==> config.mk <==
export PLATFORM = sky130hd
export DESIGN_NAME = bcd_event_counter
export DESIGN_NICKNAME = d
export VERILOG_FILES = /design/src/rtl/bcd_pkg.sv /design/src/rtl/bcd8_increment.sv /design/src/rtl/seg7_scan.sv /design/src/rtl/bcd_event_counter.sv
export SDC_FILE = /design/constraint.sdc
export NUM_CORES = 1
export LEC_CHECK = 0
export ABC_AREA = 0
export CAP_MARGIN = 20
export CORE_ASPECT_RATIO = 1.1
export CORE_MARGIN = 2
export CORE_UTILIZATION = 55
export DETAILED_ROUTE_END_ITERATION = 8
export HOLD_SLACK_MARGIN = 0.12
export PLACE_DENSITY = 0.8
export SLEW_MARGIN = 20
export SYNTH_ARGS = -nofsm -noshare
export SYNTH_HDL_FRONTEND = slang
export SYNTH_SLANG_ARGS = --single-unit
==> constraint.sdc <==
create_clock -name clk -period 2.9 [get_ports clk]
set_input_delay 0.29 -clock clk [delete_from_list [all_inputs] [get_ports clk]]
set_output_delay 0.29 -clock clk [all_outputs]
set_load 0.005 [all_outputs]
==> src/rtl/bcd_pkg.sv <==
// Shared BCD digit type, 7-segment codes and decode helper
// for the event counter slice.
package bcd_pkg;

  typedef logic [3:0] bcd_digit_t;

  localparam logic [6:0] SEG_BLANK = 7'h7F;
  localparam logic [6:0] SEG_0     = 7'h40;
  localparam logic [6:0] SEG_1     = 7'h79;
  localparam logic [6:0] SEG_2     = 7'h24;
  localparam logic [6:0] SEG_3     = 7'h30;
  localparam logic [6:0] SEG_4     = 7'h19;
  localparam logic [6:0] SEG_5     = 7'h12;
  localparam logic [6:0] SEG_6     = 7'h02;
  localparam logic [6:0] SEG_7     = 7'h78;
  localparam logic [6:0] SEG_8     = 7'h00;
  localparam logic [6:0] SEG_9     = 7'h10;

  function automatic logic [6:0] bcd_to_seg(
    input bcd_digit_t d
  );
    logic [6:0] s;
    case (d)
      4'd0:    s = SEG_0;
      4'd1:    s = SEG_1;
      4'd2:    s = SEG_2;
      4'd3:    s = SEG_3;
      4'd4:    s = SEG_4;
      4'd5:    s = SEG_5;
      4'd6:    s = SEG_6;
      4'd7:    s = SEG_7;
      4'd8:    s = SEG_8;
      4'd9:    s = SEG_9;
      default: s = SEG_BLANK;
    endcase
    return s;
  endfunction

endpackage

==> src/rtl/bcd8_increment.sv <==
// Combinational +1 on one packed BCD byte (two digits),
// wrapping 99 -> 00.
module bcd8_increment
  import bcd_pkg::*;
(
  input  logic [7:0] d,
  output logic [7:0] q
);

  bcd_digit_t lo, hi;

  assign lo = d[3:0];
  assign hi = d[7:4];

  always_comb begin
    q = d;
    if (lo == 4'd9) begin
      q[3:0] = 4'd0;
      q[7:4] = (hi == 4'd9) ? 4'd0 : hi + 4'd1;
    end else begin
      q[3:0] = lo + 4'd1;
    end
  end

endmodule

==> src/rtl/seg7_scan.sv <==
// Multiplexed common-anode 7-segment scanner with
// leading-zero blanking and registered outputs.
module seg7_scan
  import bcd_pkg::*;
#(
  parameter int DIGITS   = 4,
  parameter int SCAN_DIV = 1000
) (
  input  logic                  clk,
  input  logic                  resetn,
  input  logic [4*DIGITS-1:0]   digits,
  output logic [6:0]            seg_n,
  output logic [DIGITS-1:0]     an_n
);

  localparam int PW = $clog2(SCAN_DIV);
  localparam int IW = $clog2(DIGITS);

  logic [PW-1:0]     pre;
  logic [IW-1:0]     idx;
  logic [IW-1:0]     idx_nxt;
  logic              tc;
  logic [DIGITS-1:0] blank;
  logic              zr;
  logic [6:0]        seg_d;
  logic [DIGITS-1:0] an_d;

  assign tc = (pre == PW'(SCAN_DIV - 1));

  always_comb begin
    idx_nxt = idx;
    if (tc)
      idx_nxt = (idx == IW'(DIGITS - 1)) ?
                '0 : idx + IW'(1);
  end

  // A digit blanks when it and every higher digit are zero
  always_comb begin
    zr    = 1'b1;
    blank = '0;
    for (int i = DIGITS - 1; i >= 0; i--) begin
      zr       = zr & (digits[4*i +: 4] == 4'd0);
      blank[i] = zr & (i != 0);
    end
  end

  always_comb begin
    seg_d = blank[idx_nxt] ? SEG_BLANK :
            bcd_to_seg(digits[4*idx_nxt +: 4]);
    an_d  = ~(DIGITS'(1) << idx_nxt);
  end

  always_ff @(posedge clk or negedge resetn) begin
    if (!resetn) begin
      pre   <= '0;
      idx   <= '0;
      seg_n <= SEG_0;
      an_n  <= ~DIGITS'(1);
    end else begin
      pre   <= tc ? '0 : pre + PW'(1);
      idx   <= idx_nxt;
      seg_n <= seg_d;
      an_n  <= an_d;
    end
  end

endmodule

==> src/rtl/bcd_event_counter.sv <==
// Synchronised rising-edge event counter in packed BCD
// with sticky overflow and a scanned 7-segment display.
module bcd_event_counter
  import bcd_pkg::*;
#(
  parameter int DIGITS   = 4,
  parameter int SCAN_DIV = 1000
) (
  input  logic                clk,
  input  logic                resetn,
  input  logic                evt_in,
  input  logic                clr,
  input  logic                hold,
  output logic [4*DIGITS-1:0] count_bcd,
  output logic                ovf,
  output logic [6:0]          seg_n,
  output logic [DIGITS-1:0]   an_n
);

  localparam int NB = DIGITS / 2;

  logic          s1, s2, s3;
  logic          evt_edge;
  logic          inc_en;
  logic [NB-1:0] byte_en;
  logic [8*NB-1:0] inc_q;
  logic          run9;
  logic          all9;

  always_ff @(posedge clk or negedge resetn) begin
    if (!resetn) begin
      s1 <= 1'b0;
      s2 <= 1'b0;
      s3 <= 1'b0;
    end else begin
      s1 <= evt_in;
      s2 <= s1;
      s3 <= s2;
    end
  end

  assign evt_edge = s2 & ~s3;
  assign inc_en   = evt_edge & ~hold;

  // Carry into byte k is decoded from the stored lower bytes
  always_comb begin
    run9    = 1'b1;
    byte_en = '0;
    for (int k = 0; k < NB; k++) begin
      byte_en[k] = inc_en & run9;
      run9 = run9 & (count_bcd[8*k +: 8] == 8'h99);
    end
    all9 = run9;
  end

  for (genvar gi = 0; gi < NB; gi++) begin : g_inc
    bcd8_increment u_inc (
      .d (count_bcd[8*gi +: 8]),
      .q (inc_q[8*gi +: 8])
    );
  end

  always_ff @(posedge clk or negedge resetn) begin
    if (!resetn) begin
      count_bcd <= '0;
      ovf       <= 1'b0;
    end else if (clr) begin
      count_bcd <= '0;
      ovf       <= 1'b0;
    end else begin
      for (int k = 0; k < NB; k++)
        if (byte_en[k])
          count_bcd[8*k +: 8] <= inc_q[8*k +: 8];
      if (inc_en && all9)
        ovf <= 1'b1;
    end
  end

  seg7_scan #(
    .DIGITS   (DIGITS),
    .SCAN_DIV (SCAN_DIV)
  ) u_scan (
    .clk    (clk),
    .resetn (resetn),
    .digits (count_bcd),
    .seg_n  (seg_n),
    .an_n   (an_n)
  );

endmodule

# Word-level counts from Yosys, hierarchy flattened
# Memories as Yosys holds them, arrays and structs flattened.
# Cells that the tools add are included.
# W data, S select, Z words.
word_totals:
  elab_cells: 67
  mem_bits_ro: 112
  n_memories: 1
  reg_bits: 43
classes:
  n_bitwise: 9
  magnitude_cmp: 1
  n_reduce_logical: 11
  muxes: 17
  n_shift: 2
  n_addsub: 6
  n_eq_ne: 8
mem_list:
  columns: ["name", "words", "width", "rd", "rd_ports_with_merged_regs", "write_ports", "line", "source"]
  rows:
  - ["(no name shown)", 16, 7, 1, 0, 0, "bcd_pkg.sv:23", "case (d)"]
op_table:
  columns: ["op", "count"]
  rows:
  - ["$mux W4", 6]
  - ["$add A4 B1 Y4 const B", 4]
  - ["$eq A4 B4 Y1 const B", 4]
  - ["$eq A8 B8 Y1 const B", 2]
  - ["$mux W16", 1]
  - ["$mux W8", 2]
  - ["$shiftx A16 B5 Y4", 1]
  - ["$logic_not A4 Y1", 3]
  - ["$add A10 B1 Y10 const B", 1]
  - ["$eq A10 B10 Y1 const B", 1]
  - ["$mux W10", 1]
  - ["$reduce_bool A2 Y1", 5]
  - ["$mux W7", 1]
  - ["$and A1 B1 Y1", 6]
  - ["$mux W2", 2]
  - ["$not A4 Y4", 1]
  - ["$reduce_and A2 Y1", 2]
  - ["$shl A1 B2 Y4 const A", 1]
  - ["$lt A2 B3 Y1 const B", 1]
  - ["$mux W1", 3]
  - ["$add A2 B1 Y2 const B", 1]
  - ["$bmux W1 S2", 1]
  - ["$eq A2 B2 Y1 const B", 1]
  - ["$not A1 Y1", 2]
  - ["$logic_and A1 B1 Y1", 1]

# Longest topological paths before layout
# Gate-level depths: netlist (run 1).
logic_depth:
  word_depth: 6
  ltp_mapped: 9
  mapped_depth_nobuf: 9

# Hierarchy
# A second synthesis (run 1) with hierarchy kept.
hier_totals:
  cells_unflattened: 288
  hier_area_um2: 2760.1
modules_own_cells:
  columns: ["module", "cells_per_inst", "seq_area_each_um2", "area_per_inst_um2", "n_inst"]
  rows:
  - ["seg7_scan", 169, 580.6, 1537.7, 1]
  - ["bcd_event_counter", 73, 500.5, 884.6, 1]
  - ["bcd8_increment", 23, 0.0, 168.9, 2]

# Worst setup path after synthesis (run 1)
# OpenSTA, ideal clock, no wires.
synth_path:
  path_type: "reg2reg"
  start: "register u_scan.idx[0]"
  end: "register u_scan.seg_n[3]"
  setup_time_ns: 0.126
  setup_slack_ns: 0.326
  path_stages_with_launch: 9
  arrival_time_ns: 2.447
  period_less_slack_ns: 2.574
  required_ns: 2.774
  path_cell_list: "dfrtp_1 -> ha_1 -> inv_1 -> mux4_2 -> mux2i_1 -> inv_1 -> ha_1 -> a21oi_1 -> a311o_1"
synth_via:
  elab_chain_cells: 6
synth_rtl:
  columns: ["item", "line", "source"]
  rows:
  - ["start, declared", "seg7_scan.sv:20", "logic [IW-1:0] idx;"]
  - ["start signal, assigned", "seg7_scan.sv:61", "idx <= idx_nxt;"]
  - ["$add A2 B1 Y2 / $eq A2 B2 Y1 (equally long branches)", "seg7_scan.sv:34, seg7_scan.sv:33", null]
  - ["$mux W2", "seg7_scan.sv:33", "idx_nxt = (idx == IW'(DIGITS - 1)) ?"]
  - ["$mux W2 (*)", "seg7_scan.sv:32", "if (tc)"]
  - ["$shiftx A16 B5 Y4 / $bmux W1 S2 (equally long branches)", "seg7_scan.sv:49, seg7_scan.sv:48", null]
  - ["$mem_v2 Z16 W7 / $mux W1 (equally long branches)", null, null]
  - ["$mux W7 (*)", "seg7_scan.sv:48", "seg_d = blank[idx_nxt] ? SEG_BLANK :"]
  - ["named net u_scan.seg_d[3]", "seg7_scan.sv:25", "logic [6:0] seg_d;"]
  - ["end signal, assigned", "seg7_scan.sv:62", "seg_n <= seg_d;"]
  - ["end, declared", "seg7_scan.sv:12", "output logic [6:0] seg_n,"]
# The timed path passes the listed nets; every way through them passes the cells marked *. The select of a mux whose other input is x is not followed.
# A chain may end at the register's enable or synchronous reset.

# Final worst setup path (run 1)
layout_path:
  start: "register u_scan.pre[0]"
  end: "register u_scan.seg_n[3]"
layout_via:
  elab_chain_cells: 5
layout_rtl:
  columns: ["item", "line", "source"]
  rows:
  - ["start, declared", "seg7_scan.sv:19", "logic [PW-1:0] pre;"]
  - ["start signal, assigned", "seg7_scan.sv:60", "pre <= tc ? '0 : pre + PW'(1);"]
  - ["$eq A10 B10 Y1 (*)", "seg7_scan.sv:28", "assign tc = (pre == PW'(SCAN_DIV - 1));"]
  - ["$mux W2 (*)", "seg7_scan.sv:32", null]
  - ["$shiftx A16 B5 Y4 / $bmux W1 S2 (equally long branches)", "seg7_scan.sv:49, seg7_scan.sv:48", null]
  - ["$mem_v2 Z16 W7 / $mux W1 (equally long branches)", null, null]
  - ["$mux W7 (*)", "seg7_scan.sv:48", null]
  - ["named net u_scan.seg_d[3]", "seg7_scan.sv:25", null]
# Marks and branches as above.

==> report_table.html, run 1 <==
<table>
<tr><th>Metric</th><th>Value</th></tr>
<tr><th colspan="2">Power and ir drop</th></tr>
<tr><td>PD cells</td><td>384 nW/um2</td></tr>
<tr><td>Max IR drop VDD</td><td>between 0.0003 and 0.0004 V</td></tr>
<tr><td>Power after layout</td><td>0.00115 W</td></tr>
<tr><td>Lkg Pwr</td><td>between 1 and 1.5 nW</td></tr>
<tr><th colspan="2">Synthesis</th></tr>
<tr><td>Flip-flop cell with the highest count after synthesis</td><td>dfrtp_1</td></tr>
<tr><td>Top cell type by total area after synthesis</td><td>dfrtp_1</td></tr>
<tr><td>Syn Nets</td><td>approximately 260</td></tr>
<tr><td>Synth async-reset ratio</td><td>100%</td></tr>
<tr><td>Post-synthesis instance area</td><td>~2500 um2</td></tr>
<tr><td>EDFF count, synth</td><td>0</td></tr>
<tr><td>Sequential-to-total area share from yosys stat</td><td>between 40% and 50%</td></tr>
<tr><td>Leading post-synthesis cells by cell area</td><td>dfrtp_1, ha_1, dfstp_2</td></tr>
<tr><td>Portion of synthesized cell area occupied by the leading cell type</td><td>39.3%</td></tr>
<tr><td>Register bit total from synthesis</td><td>43</td></tr>
<tr><td>Syn avg cell area</td><td>a little over 10 um2</td></tr>
<tr><td>Number of warnings issued by yosys</td><td>0</td></tr>
<tr><td>Number of cells produced by synthesis</td><td>~240</td></tr>
<tr><td>Leading cell type by number of instances after synthesis</td><td>dfrtp_1</td></tr>
<tr><td>Distinct cells, synth</td><td>between 50 and 60</td></tr>
<tr><td>Commonest cells in the synthesized netlist</td><td>dfrtp_1, nor2_1, nand2_1, o21ai_0, ha_1</td></tr>
<tr><th colspan="2">Timing</th></tr>
<tr><td>RSZ-0062 raised after global routing</td><td>false</td></tr>
<tr><td>Final Skew</td><td>roughly 0.0092 ns</td></tr>
<tr><td>Share of the cycle needed by the critical path after routing</td><td>92.3%</td></tr>
<tr><td>Final-report hold violation count</td><td>0</td></tr>
<tr><td>Pin slew with the least headroom to its limit</td><td>approximately 0.92 ns</td></tr>
<tr><td>Endpoints failing setup</td><td>0</td></tr>
<tr><td>Time the final worst path needs with I/O delays and setup</td><td>2.68 ns</td></tr>
<tr><td>Maximum frequency from static timing analysis</td><td>roughly 370 MHz</td></tr>
<tr><td>Final number of max-transition violations</td><td>0</td></tr>
<tr><td>Relative max-transition margin</td><td>~39%</td></tr>
<tr><td>Setup tns final</td><td>0 ns</td></tr>
<tr><th colspan="2">Critical path</th></tr>
<tr><td>Worst r2r path cells</td><td>9</td></tr>
<tr><td>Nature of the critical path startpoint</td><td>flip-flop</td></tr>
<tr><td>Sort of element at the end of the critical path</td><td>flip-flop</td></tr>
<tr><td>Signal arrival time at the worst endpoint</td><td>between 2 and 3 ns</td></tr>
<tr><td>Startpoint-to-endpoint class of the critical path</td><td>reg -&gt; reg</td></tr>
<tr><td>Minimum setup slack among reg-to-reg paths</td><td>around 0.22 ns</td></tr>
<tr><td>Worst-path maximum fanout</td><td>8</td></tr>
<tr><td>Endpoint required time on the critical path</td><td>between 3 and 4 ns</td></tr>
<tr><th colspan="2">Finish</th></tr>
<tr><td>Signed area change from the synthesized netlist to the final layout</td><td>20.2%</td></tr>
<tr><td>Finished Layout Cells</td><td>~340</td></tr>
<tr><td>Final core area utilization</td><td>approximately 70%</td></tr>
<tr><td>Share of final-layout standard cells stronger than drive strength 1</td><td>between 10% and 20%</td></tr>
<tr><td>Final Net Count</td><td>~300</td></tr>
<tr><td>Antenna diodes</td><td>0</td></tr>
<tr><th colspan="2">CTS</th></tr>
<tr><td>Clock network latency to the later pin of the worst-skew pair</td><td>about 0.3 ns</td></tr>
<tr><td>CTS clk-pin slew, worst paths</td><td>roughly 0.08 ns</td></tr>
<tr><td>Root Driver</td><td>clkbuf_8</td></tr>
<tr><td>CTS tree</td><td>done</td></tr>
<tr><td>Maximum level of the CTS H-tree</td><td>2</td></tr>
<tr><td>Clock sink count</td><td>43</td></tr>
<tr><td>Total CTS buffers</td><td>5</td></tr>
<tr><td>Post CTS Setup Buffer Count</td><td>0</td></tr>
<tr><td>Bufs on Longest Clock Path</td><td>2</td></tr>
<tr><th colspan="2">Drt</th></tr>
<tr><td>DRC violations left</td><td>0</td></tr>
<tr><td>Wirelength, routed</td><td>~5400 um</td></tr>
<tr><td>Count of nets left with antenna violations after detail routing</td><td>0</td></tr>
<tr><td>Vias per std cell</td><td>around 6.0</td></tr>
<tr><td>DRT iter0 DRCs</td><td>between 100 and 150</td></tr>
<tr><td>Via count</td><td>roughly 2000</td></tr>
<tr><td>Post-detailed-route wirelength per cell</td><td>between 15 and 20 um</td></tr>
<tr><td>Number of search-and-repair iterations in the first detailed-routing pass</td><td>5</td></tr>
<tr><th colspan="2">Flow run</th></tr>
<tr><td>Number of max-capacitance violations reported</td><td>0</td></tr>
<tr><th colspan="2">Die</th></tr>
<tr><td>Overall die height</td><td>74.5 um</td></tr>
<tr><td># IOs</td><td>33</td></tr>
<tr><td>Die outline area</td><td>roughly 5100 um2</td></tr>
<tr><td>Core area</td><td>~4300 um2</td></tr>
<tr><td>Initial cell density of the core</td><td>57.5%</td></tr>
<tr><td>Die X</td><td>68.1 um</td></tr>
<tr><td>Number of standard-cell rows in the floorplan</td><td>25</td></tr>
<tr><th colspan="2">Placement</th></tr>
<tr><td>Half-perimeter wire length after detailed placement</td><td>between 3000 and 4000 um</td></tr>
<tr><td>Gpl congestion</td><td>0.915</td></tr>
<tr><td>Input/output buffers</td><td>32</td></tr>
<tr><td>DP Cell Count</td><td>329</td></tr>
<tr><th colspan="2">Global routing</th></tr>
<tr><td>Pin count of the biggest net entering global routing</td><td>between 40 and 50</td></tr>
<tr><td>Met2 GRT Util</td><td>about two fifths</td></tr>
<tr><td>Total gr overflow</td><td>0</td></tr>
<tr><td>Met1 track demand over resource</td><td>a little under a third</td></tr>
<tr><td>Total global routing track utilization</td><td>23.9%</td></tr>
<tr><td>Routing usage on met3</td><td>under 10%</td></tr>
<tr><td>GRT busiest layer</td><td>met2</td></tr>
<tr><td>Antenna violations before repair</td><td>0</td></tr>
<tr><td>Via count of the first global-routing pass</td><td>roughly 1900</td></tr>
<tr><td>Global-route wire length before repair</td><td>roughly 9000 um</td></tr>
<tr><th colspan="2">Min path</th></tr>
<tr><td>Type of the most critical hold path</td><td>in -&gt; async</td></tr>
<tr><th colspan="2">Status</th></tr>
<tr><td>Outcome</td><td>completed</td></tr>
</table>
-- cell type report --
type	count	area [um2]
multi-input cells	183	1350
inverters	13	48.8
clock inverters	1	5.00
well taps	54	67.6
flip-flops and latches	43	1080
repair buffers	36	345
clock buffers	7	86.3
fillers	344	1330
-- worst max-delay path, cell delays in order, from the launching register on --
cell,delay [ns]
dfrtp_1,0.40
ha_1,0.32
and4b_1,0.28
nand4_1,0.29
a32oi_2,0.31
o2bb2ai_4,0.19
inv_1,0.08
ha_1,0.30
a21oi_1,0.06
a311o_1,0.33
-- per-layer routing --
metal / share of wire, % / vias up
met3: 5.8 / 16
li1: - / 963
met1: 42 / 959
met4: 2.4 / 0
met5: 0 / -
met2: 50 / 69
-- cell families after synthesis --
| group | after synthesis | share of synthesized area (%) |
|---|---|---|
| AO/OA/AOI/OAI | 57 | 17.1 |
| XOR/XNOR | 7 | 2.47 |
| adder cells (fa/ha/maj) | 14 | 7.06 |
| buffers and inverters | 16 | 2.47 |
| flip-flops | 43 | 43.5 |
| multiplexers | 12 | 6.96 |
| AND/OR/NAND/NOR | 93 | 20.4 |
-- through the flow --
step / setup WS [ns] / hold slack, ns / cell area (um2)
6_report: 0.224 / 0.123 / 2980
5_1_grt: 0.00256 / 0.215 / 2980
2_1_floorplan: 0.326 / -0.00559 / 2480
3_5_place_dp: 0.218 / 0.341 / 2880
3_3_place_gp: 0.334 / 0.335 / 2880
4_1_cts: 0.200 / 0.160 / 2970
-- state kept, by name, summed over array words and instances (netlist names) --
signal / count
u_scan.pre: 10
ovf: 1
u_scan.an_n: 4
s2: 1
u_scan.seg_n: 7
u_scan.idx: 2
s1: 1
count_bcd: 16
s3: 1
-- worst paths after layout --
kind	start	end
setup reg to reg	u_scan.pre[0]$_DFF_PN0_	u_scan.seg_n[3]$_DFF_PN0_
max in group asynchronous	resetn	count_bcd[12]$_DFFE_PN0P_
hold reg to reg	s1$_DFF_PN0_	s2$_DFF_PN0_
setup / recovery	u_scan.pre[0]$_DFF_PN0_	u_scan.seg_n[3]$_DFF_PN0_
min in group clk	s1$_DFF_PN0_	s2$_DFF_PN0_
hold / removal	resetn	u_scan.pre[7]$_DFF_PN0_
-- power breakdown --
part,internal [W],switching (W)
registers,0.000616,0.0000266
clock network,0.000192,0.000203
logic,0.0000566,0.0000535
-- cell usage in the layout (no fill, tap or decap), drive strengths merged, types with 3 or more instances in the layout --
master / instances
inv: 13
xor2: 3
and3b: 3
and2: 3
xnor2: 4
mux2i: 8
buf: 5
clkdlybuf4s50: 31
mux4: 4
nor3: 5
ha: 14
a21oi: 11
nand3: 10
dfstp: 4
o21ai: 20
nor2: 28
nand2: 19
nand4: 6
dfrtp: 39
or2: 5
o31ai: 4
clkbuf: 7
-- repair_timing --
item                       in CTS  in global routing
hold buffers                    0                  0
setup endpoints to repair       0                  1
resized for setup               0                  2
No activity file was read; power rests on OpenSTA's default activity.
==> run 2: changes to the inputs <==
CORE_MARGIN = 3   (was 2)
==> run 2 against run 1 <==
Effect of this change:
- cell count rose by 0.59%
- register-to-register slack hardly changed
- largest power group unchanged
- sequential cell count did not move
- utilization is 0.14 points lower
- sequential share of layout area grew 0.076 points
- combinational power hardly changed
- first-iteration DRC count increased by 17%
==> report_table.html, run 2 (same netlist as run 1, synthesis figures left out) <==
<table>
<tr><th>Metric</th><th>Value</th></tr>
<tr><th colspan="2">Status</th></tr>
<tr><td>Outcome</td><td>completed (unchanged)</td></tr>
<tr><th colspan="2">Timing</th></tr>
<tr><td>Setup tns final</td><td>0 ns (unchanged)</td></tr>
<tr><td>Final Skew</td><td>0.00751 ns (was 0.00917 ns)</td></tr>
<tr><td>Final number of max-transition violations</td><td>0 (unchanged)</td></tr>
<tr><td>Maximum frequency from static timing analysis</td><td>373 MHz (was 374 MHz)</td></tr>
<tr><td>Endpoints failing setup</td><td>0 (unchanged)</td></tr>
<tr><td>Relative max-transition margin</td><td>38.3% (was 38.5%)</td></tr>
<tr><td>Time the final worst path needs with I/O delays and setup</td><td>2.68 ns (about the same)</td></tr>
<tr><td>Final-report hold violation count</td><td>0 (unchanged)</td></tr>
<tr><td>Pin slew with the least headroom to its limit</td><td>0.926 ns (was 0.922 ns)</td></tr>
<tr><td>Share of the cycle needed by the critical path after routing</td><td>92.4% (was 92.3%)</td></tr>
<tr><td>RSZ-0062 raised after global routing</td><td>false (unchanged)</td></tr>
<tr><th colspan="2">CTS</th></tr>
<tr><td>Clock network latency to the later pin of the worst-skew pair</td><td>0.29 ns (was 0.30 ns)</td></tr>
<tr><td>CTS tree</td><td>done (unchanged)</td></tr>
<tr><td>Post CTS Setup Buffer Count</td><td>0 (unchanged)</td></tr>
<tr><td>Bufs on Longest Clock Path</td><td>2 (unchanged)</td></tr>
<tr><td>Count of hold-fix buffers inserted at cts</td><td>0 (unchanged)</td></tr>
<tr><td>Total CTS buffers</td><td>5 (unchanged)</td></tr>
<tr><td>Clock sink count</td><td>43 (unchanged)</td></tr>
<tr><td>Maximum level of the CTS H-tree</td><td>2 (unchanged)</td></tr>
<tr><td>CTS clk-pin slew, worst paths</td><td>0.08 ns (about the same)</td></tr>
<tr><td>Root Driver</td><td>clkbuf_8 (unchanged)</td></tr>
<tr><td>Post_cts resized</td><td>0 (unchanged)</td></tr>
<tr><th colspan="2">Power and ir drop</th></tr>
<tr><td>Seq pwr share</td><td>57.6% (was 56.0%)</td></tr>
<tr><td>Internal cell power</td><td>0.000843 W (was 0.000865 W)</td></tr>
<tr><td>Lkg Pwr</td><td>1.31 nW (about the same)</td></tr>
<tr><td>Max IR drop VDD</td><td>0.000295 V (was 0.000313 V)</td></tr>
<tr><td>PD cells</td><td>374 nW/um2 (was 384 nW/um2)</td></tr>
<tr><td>Reported net switching power</td><td>0.000271 W (was 0.000283 W)</td></tr>
<tr><td>Switching share of power</td><td>24.3% (was 24.6%)</td></tr>
<tr><td>Fraction of power consumed by the clock network</td><td>32.7% (was 34.4%)</td></tr>
<tr><td>Combinational power share</td><td>9.8% (was 9.6%)</td></tr>
<tr><th colspan="2">Finish</th></tr>
<tr><td>Antenna diodes</td><td>0 (unchanged)</td></tr>
<tr><td>Share of final-layout standard cells stronger than drive strength 1</td><td>13.3% (was 14.1%)</td></tr>
<tr><td>Signed area change from the synthesized netlist to the final layout</td><td>20.0% (was 20.2%)</td></tr>
<tr><td>Number of fill cells in the layout</td><td>343 (was 344)</td></tr>
<tr><td>Final Net Count</td><td>303 (was 301)</td></tr>
<tr><td>Largest register by flop count</td><td>count_bcd (unchanged)</td></tr>
<tr><td>Regs by FF count</td><td>count_bcd x16, u_scan.pre x10, u_scan.seg_n x7 (unchanged)</td></tr>
<tr><td>Final instance area</td><td>2980 um2 (about the same)</td></tr>
<tr><td>Number of flip-flops in the largest register</td><td>16 (unchanged)</td></tr>
<tr><td>Sequential cell area</td><td>1080 um2 (unchanged)</td></tr>
<tr><td>Leading cell types in the layout, fill and taps excluded</td><td>dfrtp_1, clkdlybuf4s50_1, nor2_1, nand2_1, o21ai_0 (unchanged)</td></tr>
<tr><td>Most frequent standard cell in the layout excluding fill and tap cells</td><td>dfrtp_1 (unchanged)</td></tr>
<tr><td>Area occupied by multi-input gates</td><td>1340 um2 (was 1350 um2)</td></tr>
<tr><th colspan="2">Global routing</th></tr>
<tr><td>Global-route wire length before repair</td><td>8960 um (was 9030 um)</td></tr>
<tr><td>GRT busiest layer</td><td>met2 (unchanged)</td></tr>
<tr><td>Total global routing track utilization</td><td>20.5% (was 23.9%)</td></tr>
<tr><td>Met2 GRT Util</td><td>31.9% (was 39.4%)</td></tr>
<tr><td>Total gr overflow</td><td>0 (unchanged)</td></tr>
<tr><td>Routing usage on met3</td><td>3.56% (was 4.08%)</td></tr>
<tr><td>Pin count of the biggest net entering global routing</td><td>44 (unchanged)</td></tr>
<tr><td>Met1 track demand over resource</td><td>28.6% (was 31.6%)</td></tr>
<tr><td>Antenna violations before repair</td><td>0 (unchanged)</td></tr>
<tr><td>Via count of the first global-routing pass</td><td>1923 (was 1912)</td></tr>
<tr><th colspan="2">Placement</th></tr>
<tr><td>Placement Cell Area</td><td>2900 um2 (was 2880 um2)</td></tr>
<tr><td>Gpl congestion</td><td>0.851 (was 0.915)</td></tr>
<tr><td>Input/output buffers</td><td>32 (unchanged)</td></tr>
<tr><td>Half-perimeter wire length after detailed placement</td><td>3680 um (was 3900 um)</td></tr>
<tr><th colspan="2">Drt</th></tr>
<tr><td>Via count</td><td>1952 (was 2007)</td></tr>
<tr><td>DRT iter0 DRCs</td><td>148 (was 126)</td></tr>
<tr><td>Number of search-and-repair iterations in the first detailed-routing pass</td><td>4 (was 5)</td></tr>
<tr><td>Count of nets left with antenna violations after detail routing</td><td>0 (unchanged)</td></tr>
<tr><td>Post-detailed-route wirelength per cell</td><td>14.8 um (was 15.9 um)</td></tr>
<tr><td>Wirelength, routed</td><td>5010 um (was 5370 um)</td></tr>
<tr><td>Vias per std cell</td><td>5.76 (was 5.96)</td></tr>
<tr><td>DRC violations left</td><td>0 (unchanged)</td></tr>
<tr><th colspan="2">Die</th></tr>
<tr><td>Die outline area</td><td>5360 um2 (was 5070 um2)</td></tr>
<tr><td># IOs</td><td>33 (unchanged)</td></tr>
<tr><td>Initial cell density of the core</td><td>57.5% (unchanged)</td></tr>
<tr><td>Core area</td><td>4320 um2 (unchanged)</td></tr>
<tr><td>Number of standard-cell rows in the floorplan</td><td>25 (unchanged)</td></tr>
<tr><td>Overall die height</td><td>76.5 um (was 74.5 um)</td></tr>
<tr><td>Die X</td><td>70.1 um (was 68.1 um)</td></tr>
<tr><th colspan="2">Min path</th></tr>
<tr><td>Type of the most critical hold path</td><td>in -&gt; async (unchanged)</td></tr>
<tr><th colspan="2">Critical path</th></tr>
<tr><td>Signal arrival time at the worst endpoint</td><td>2.85 ns (was 2.86 ns)</td></tr>
<tr><td>Nature of the critical path startpoint</td><td>flip-flop (unchanged)</td></tr>
<tr><td>Endpoint required time on the critical path</td><td>3.08 ns (was 3.09 ns)</td></tr>
<tr><td>Sort of element at the end of the critical path</td><td>flip-flop (unchanged)</td></tr>
<tr><td>Startpoint-to-endpoint class of the critical path</td><td>reg -&gt; reg (unchanged)</td></tr>
<tr><td>Worst-path maximum fanout</td><td>8 (unchanged)</td></tr>
<tr><th colspan="2">Flow run</th></tr>
<tr><td>Number of max-capacitance violations reported</td><td>0 (unchanged)</td></tr>
</table>
-- run 2: cell count changes in the layout (fill, tap and decap cells not counted), sizes merged --
cell    before  now
buf          5    7
clkinv       1    0
clkbuf       7    8
-- run 2: per-stage QoR --
step / setup slack, ns / util [%] / power [W] / std cells / hold slack, ns
after floorplan: 0.326 / - / 0.000699 / 242 / -0.00559
after global placement: 0.360 / 67.1 / 0.000760 / 331 / 0.335
after detailed placement: 0.251 / 67.1 / 0.000763 / 331 / 0.348
after CTS: 0.237 / 69.0 / 0.00112 / 339 / 0.179
after global routing: 0.00191 / 69.0 / 0.00116 / 339 / 0.208
final: 0.221 / 69.0 / 0.00111 / 339 / 0.129
-- run 2: cell type report --
type / count / area share (%)
Multi-Input combinational cell: 183 / 45.0
Sequential cell: 43 / 36.3
Timing Repair Buffer: 38 / 12.1
Clock buffer: 8 / 2.69
Tap cell: 54 / 2.27
Inverter: 13 / 1.64
-- run 2: final timing paths --
kind                                    startpoint                   endpoint  slack, ns  cells past startpoint
max in group asynchronous                   resetn    u_scan.idx[0]$_DFF_PN0_       2.19                      1
setup reg to reg           u_scan.pre[0]$_DFF_PN0_  u_scan.seg_n[3]$_DFF_PN0_       0.22                      9
hold / removal                              resetn    u_scan.pre[4]$_DFF_PN0_       0.13                      1
setup / recovery           u_scan.pre[0]$_DFF_PN0_  u_scan.seg_n[3]$_DFF_PN0_       0.22                      9
hold reg to reg                       s1$_DFF_PN0_               s2$_DFF_PN0_       0.37                      0
min in group clk                      s1$_DFF_PN0_               s2$_DFF_PN0_       0.37                      0
-- run 2: power groups by stage --
stage / clock network [W] / logic, W / registers [W]
floorplan: 0 / 0.0000520 / 0.000647
detailed placement: 0 / 0.000110 / 0.000653
finish: 0.000364 / 0.000109 / 0.000642
global route: 0.000392 / 0.000124 / 0.000646
global placement: 0 / 0.000108 / 0.000652
CTS: 0.000365 / 0.000111 / 0.000641
-- run 2: worst max-delay path, stage by stage, from the launching register on --
cell	delay [ns]
dfrtp_1	0.39
ha_1	0.32
nand4b_4	0.20
o31ai_4	0.39
nand2_1	0.25
o2bb2ai_4	0.26
inv_1	0.07
ha_1	0.29
a21oi_1	0.06
a311o_1	0.32
-- run 2: metal layers --
metal / vias up / wire length, um
li1: 959 / -
met1: 929 / 2340
met2: 56 / 2330
met3: 8 / 245
met4: 0 / 92
met5: - / 0
==> run 3: changes to the inputs <==
PLACE_DENSITY = not set   (was 0.8)
PLACE_DENSITY_LB_ADDON = 0.15   (was not set)
==> run 3 against run 2 <==
Effect of this change:
- sequential cell count unchanged
- non-clock buffer count fell by 1
- combinational power is essentially flat
- clock skew about the same
- clock power grew 5.8%
- setup slack worse by 0.13 ns
- first-iteration DRC count increased by 47%
- global-route usage up 1.4 points
- register-to-register slack worse by 0.13 ns
- largest cell class unchanged
==> report_table.html, run 3 (same netlist as run 1, synthesis figures left out) <==
<table>
<tr><th>Metric</th><th>Value</th></tr>
<tr><th colspan="2">Drt</th></tr>
<tr><td>M1 WL</td><td>2280 um (was 2340 um)</td></tr>
<tr><td>DR WL met3</td><td>314 um (was 245 um)</td></tr>
<tr><td>Wire length on met2</td><td>2590 um (was 2330 um)</td></tr>
<tr><td>Count of nets left with antenna violations after detail routing</td><td>0 (unchanged)</td></tr>
<tr><td>DRT iter0 DRCs</td><td>218 (was 148)</td></tr>
<tr><td>Top routing layer in use</td><td>met4 (unchanged)</td></tr>
<tr><td>Via count</td><td>2013 (was 1952)</td></tr>
<tr><td>Post-detailed-route wirelength per cell</td><td>16.0 um (was 14.8 um)</td></tr>
<tr><td>Number of search-and-repair iterations in the first detailed-routing pass</td><td>4 (unchanged)</td></tr>
<tr><td>Vias per std cell</td><td>5.97 (was 5.76)</td></tr>
<tr><td>DRC violations left</td><td>0 (unchanged)</td></tr>
<tr><td>Wirelength, routed</td><td>5400 um (was 5010 um)</td></tr>
<tr><th colspan="2">CTS</th></tr>
<tr><td>Clock network latency to the later pin of the worst-skew pair</td><td>0.30 ns (was 0.29 ns)</td></tr>
<tr><td>Maximum level of the CTS H-tree</td><td>2 (unchanged)</td></tr>
<tr><td>Count of hold-fix buffers inserted at cts</td><td>0 (unchanged)</td></tr>
<tr><td>Total CTS buffers</td><td>5 (unchanged)</td></tr>
<tr><td>Post_cts resized</td><td>0 (unchanged)</td></tr>
<tr><td>CTS tree</td><td>done (unchanged)</td></tr>
<tr><td>Bufs on Longest Clock Path</td><td>2 (unchanged)</td></tr>
<tr><td>Root Driver</td><td>clkbuf_8 (unchanged)</td></tr>
<tr><td>Clock sink count</td><td>43 (unchanged)</td></tr>
<tr><td>Post CTS Setup Buffer Count</td><td>0 (unchanged)</td></tr>
<tr><td>CTS clk-pin slew, worst paths</td><td>0.08 ns (about the same)</td></tr>
<tr><th colspan="2">Finish</th></tr>
<tr><td>Number of flip-flops in the largest register</td><td>16 (unchanged)</td></tr>
<tr><td>Antenna diodes</td><td>0 (unchanged)</td></tr>
<tr><td>Share of final-layout standard cells stronger than drive strength 1</td><td>14.5% (was 13.3%)</td></tr>
<tr><td>Largest register by flop count</td><td>count_bcd (unchanged)</td></tr>
<tr><td>Most frequent standard cell in the layout excluding fill and tap cells</td><td>dfrtp_1 (unchanged)</td></tr>
<tr><td>Final core area utilization</td><td>69.2% (was 69.0%)</td></tr>
<tr><td>Signed area change from the synthesized netlist to the final layout</td><td>20.4% (was 20.0%)</td></tr>
<tr><td>Leading cell types in the layout, fill and taps excluded</td><td>dfrtp_1, clkdlybuf4s50_1, nor2_1, nand2_1, o21ai_0 (unchanged)</td></tr>
<tr><td>Regs by FF count</td><td>count_bcd x16, u_scan.pre x10, u_scan.seg_n x7 (unchanged)</td></tr>
<tr><td>Final Net Count</td><td>302 (was 303)</td></tr>
<tr><th colspan="2">Power and ir drop</th></tr>
<tr><td>PD cells</td><td>381 nW/um2 (was 374 nW/um2)</td></tr>
<tr><td>Power after layout</td><td>0.00114 W (was 0.00111 W)</td></tr>
<tr><td>Max IR drop VDD</td><td>0.000325 V (was 0.000295 V)</td></tr>
<tr><td>Lkg Pwr</td><td>1.31 nW (about the same)</td></tr>
<tr><th colspan="2">Timing</th></tr>
<tr><td>Maximum frequency from static timing analysis</td><td>357 MHz (was 373 MHz)</td></tr>
<tr><td>Time the final worst path needs with I/O delays and setup</td><td>2.80 ns (was 2.68 ns)</td></tr>
<tr><td>Share of the cycle needed by the critical path after routing</td><td>96.7% (was 92.4%)</td></tr>
<tr><td>RSZ-0062 raised after global routing</td><td>false (unchanged)</td></tr>
<tr><td>Endpoints failing setup</td><td>0 (unchanged)</td></tr>
<tr><td>Final-report hold violation count</td><td>0 (unchanged)</td></tr>
<tr><td>Setup tns final</td><td>0 ns (unchanged)</td></tr>
<tr><td>Fin worst setup slack</td><td>0.0955 ns (was 0.221 ns)</td></tr>
<tr><td>Relative max-transition margin</td><td>37.8% (was 38.3%)</td></tr>
<tr><td>Pin slew with the least headroom to its limit</td><td>0.933 ns (was 0.926 ns)</td></tr>
<tr><td>Final Skew</td><td>0.00708 ns (was 0.00751 ns)</td></tr>
<tr><td>Final number of max-transition violations</td><td>0 (unchanged)</td></tr>
<tr><th colspan="2">Die</th></tr>
<tr><td># IOs</td><td>33 (unchanged)</td></tr>
<tr><td>Core area</td><td>4320 um2 (unchanged)</td></tr>
<tr><td>Die outline area</td><td>5360 um2 (unchanged)</td></tr>
<tr><td>Overall die height</td><td>76.5 um (unchanged)</td></tr>
<tr><td>Number of standard-cell rows in the floorplan</td><td>25 (unchanged)</td></tr>
<tr><td>Initial cell density of the core</td><td>57.5% (unchanged)</td></tr>
<tr><td>Die X</td><td>70.1 um (unchanged)</td></tr>
<tr><th colspan="2">Critical path</th></tr>
<tr><td>Sort of element at the end of the critical path</td><td>flip-flop (unchanged)</td></tr>
<tr><td>Startpoint-to-endpoint class of the critical path</td><td>reg -&gt; reg (unchanged)</td></tr>
<tr><td>Worst-path maximum fanout</td><td>6 (was 8)</td></tr>
<tr><td>Nature of the critical path startpoint</td><td>flip-flop (unchanged)</td></tr>
<tr><td>Endpoint required time on the critical path</td><td>3.07 ns (was 3.08 ns)</td></tr>
<tr><td>Signal arrival time at the worst endpoint</td><td>2.98 ns (was 2.85 ns)</td></tr>
<tr><th colspan="2">Global routing</th></tr>
<tr><td>Global-route wire length before repair</td><td>9320 um (was 8960 um)</td></tr>
<tr><td>Pin count of the biggest net entering global routing</td><td>44 (unchanged)</td></tr>
<tr><td>Antenna violations before repair</td><td>0 (unchanged)</td></tr>
<tr><td>Total gr overflow</td><td>0 (unchanged)</td></tr>
<tr><td>Total global routing track utilization</td><td>21.8% (was 20.5%)</td></tr>
<tr><td>Via count of the first global-routing pass</td><td>2016 (was 1923)</td></tr>
<tr><th colspan="2">Placement</th></tr>
<tr><td>Gpl congestion</td><td>0.861 (was 0.851)</td></tr>
<tr><td>Setup Slack @ Placement</td><td>0.260 ns (was 0.251 ns)</td></tr>
<tr><td>Half-perimeter wire length after detailed placement</td><td>3730 um (was 3680 um)</td></tr>
<tr><td>Input/output buffers</td><td>32 (unchanged)</td></tr>
<tr><th colspan="2">Min path</th></tr>
<tr><td>Type of the most critical hold path</td><td>in -&gt; async (unchanged)</td></tr>
<tr><th colspan="2">Status</th></tr>
<tr><td>Outcome</td><td>completed (unchanged)</td></tr>
<tr><th colspan="2">Flow run</th></tr>
<tr><td>Number of max-capacitance violations reported</td><td>0 (unchanged)</td></tr>
</table>
run 3: area by class of cell:
type	instances	area [um2]
Clock buffer	6	82.6
Clock inverter	1	5.00
Fill cell	339	1330
Inverter	13	48.8
Multi-Input combinational cell	183	1350
Sequential cell	43	1080
Tap cell	54	67.6
Timing Repair Buffer	37	353
run 3: final timing paths:
kind	start	end	slack, ns	cells past startpoint
max	u_scan.idx[1]$_DFF_PN0_	u_scan.seg_n[3]$_DFF_PN0_	0.1	8
min	resetn	u_scan.pre[7]$_DFF_PN0_	0.13	1
max reg2reg	u_scan.idx[1]$_DFF_PN0_	u_scan.seg_n[3]$_DFF_PN0_	0.1	8
min reg2reg	s1$_DFF_PN0_	s2$_DFF_PN0_	0.36	0
max in group asynchronous	resetn	count_bcd[4]$_DFFE_PN0P_	2.19	1
min in group clk	s1$_DFF_PN0_	s2$_DFF_PN0_	0.36	0
run 3: worst max-delay path: stages, from the launching register on:
cell and delay [ns]:
dfrtp_1 0.50, ha_1 0.42, inv_1 0.15, mux4_2 0.51, mux2i_1 0.24, inv_1 0.12
ha_1 0.31, a21oi_1 0.08, a311o_1 0.37
run 3: stage by stage:
stage	instance area (um2)	instances	hold slack, ns
2_1_floorplan	2480	242	-0.00559
3_3_place_gp	2890	330	0.335
3_5_place_dp	2890	330	0.342
4_1_cts	2980	337	0.158
5_1_grt	2990	337	0.196
6_report	2990	337	0.128
run 3: per-layer routing:
layer  up-vias  GRT usage (%)
met5         -              0
met4         0           13.0
met3        17           5.54
met2        69           35.0
met1       969           26.3
li1        958              -
run 3: report_power, final:
part,switching [W],internal [W]
logic,0.0000541,0.0000565
clock network,0.000198,0.000187
registers,0.0000260,0.000616
total,0.000278,0.000859
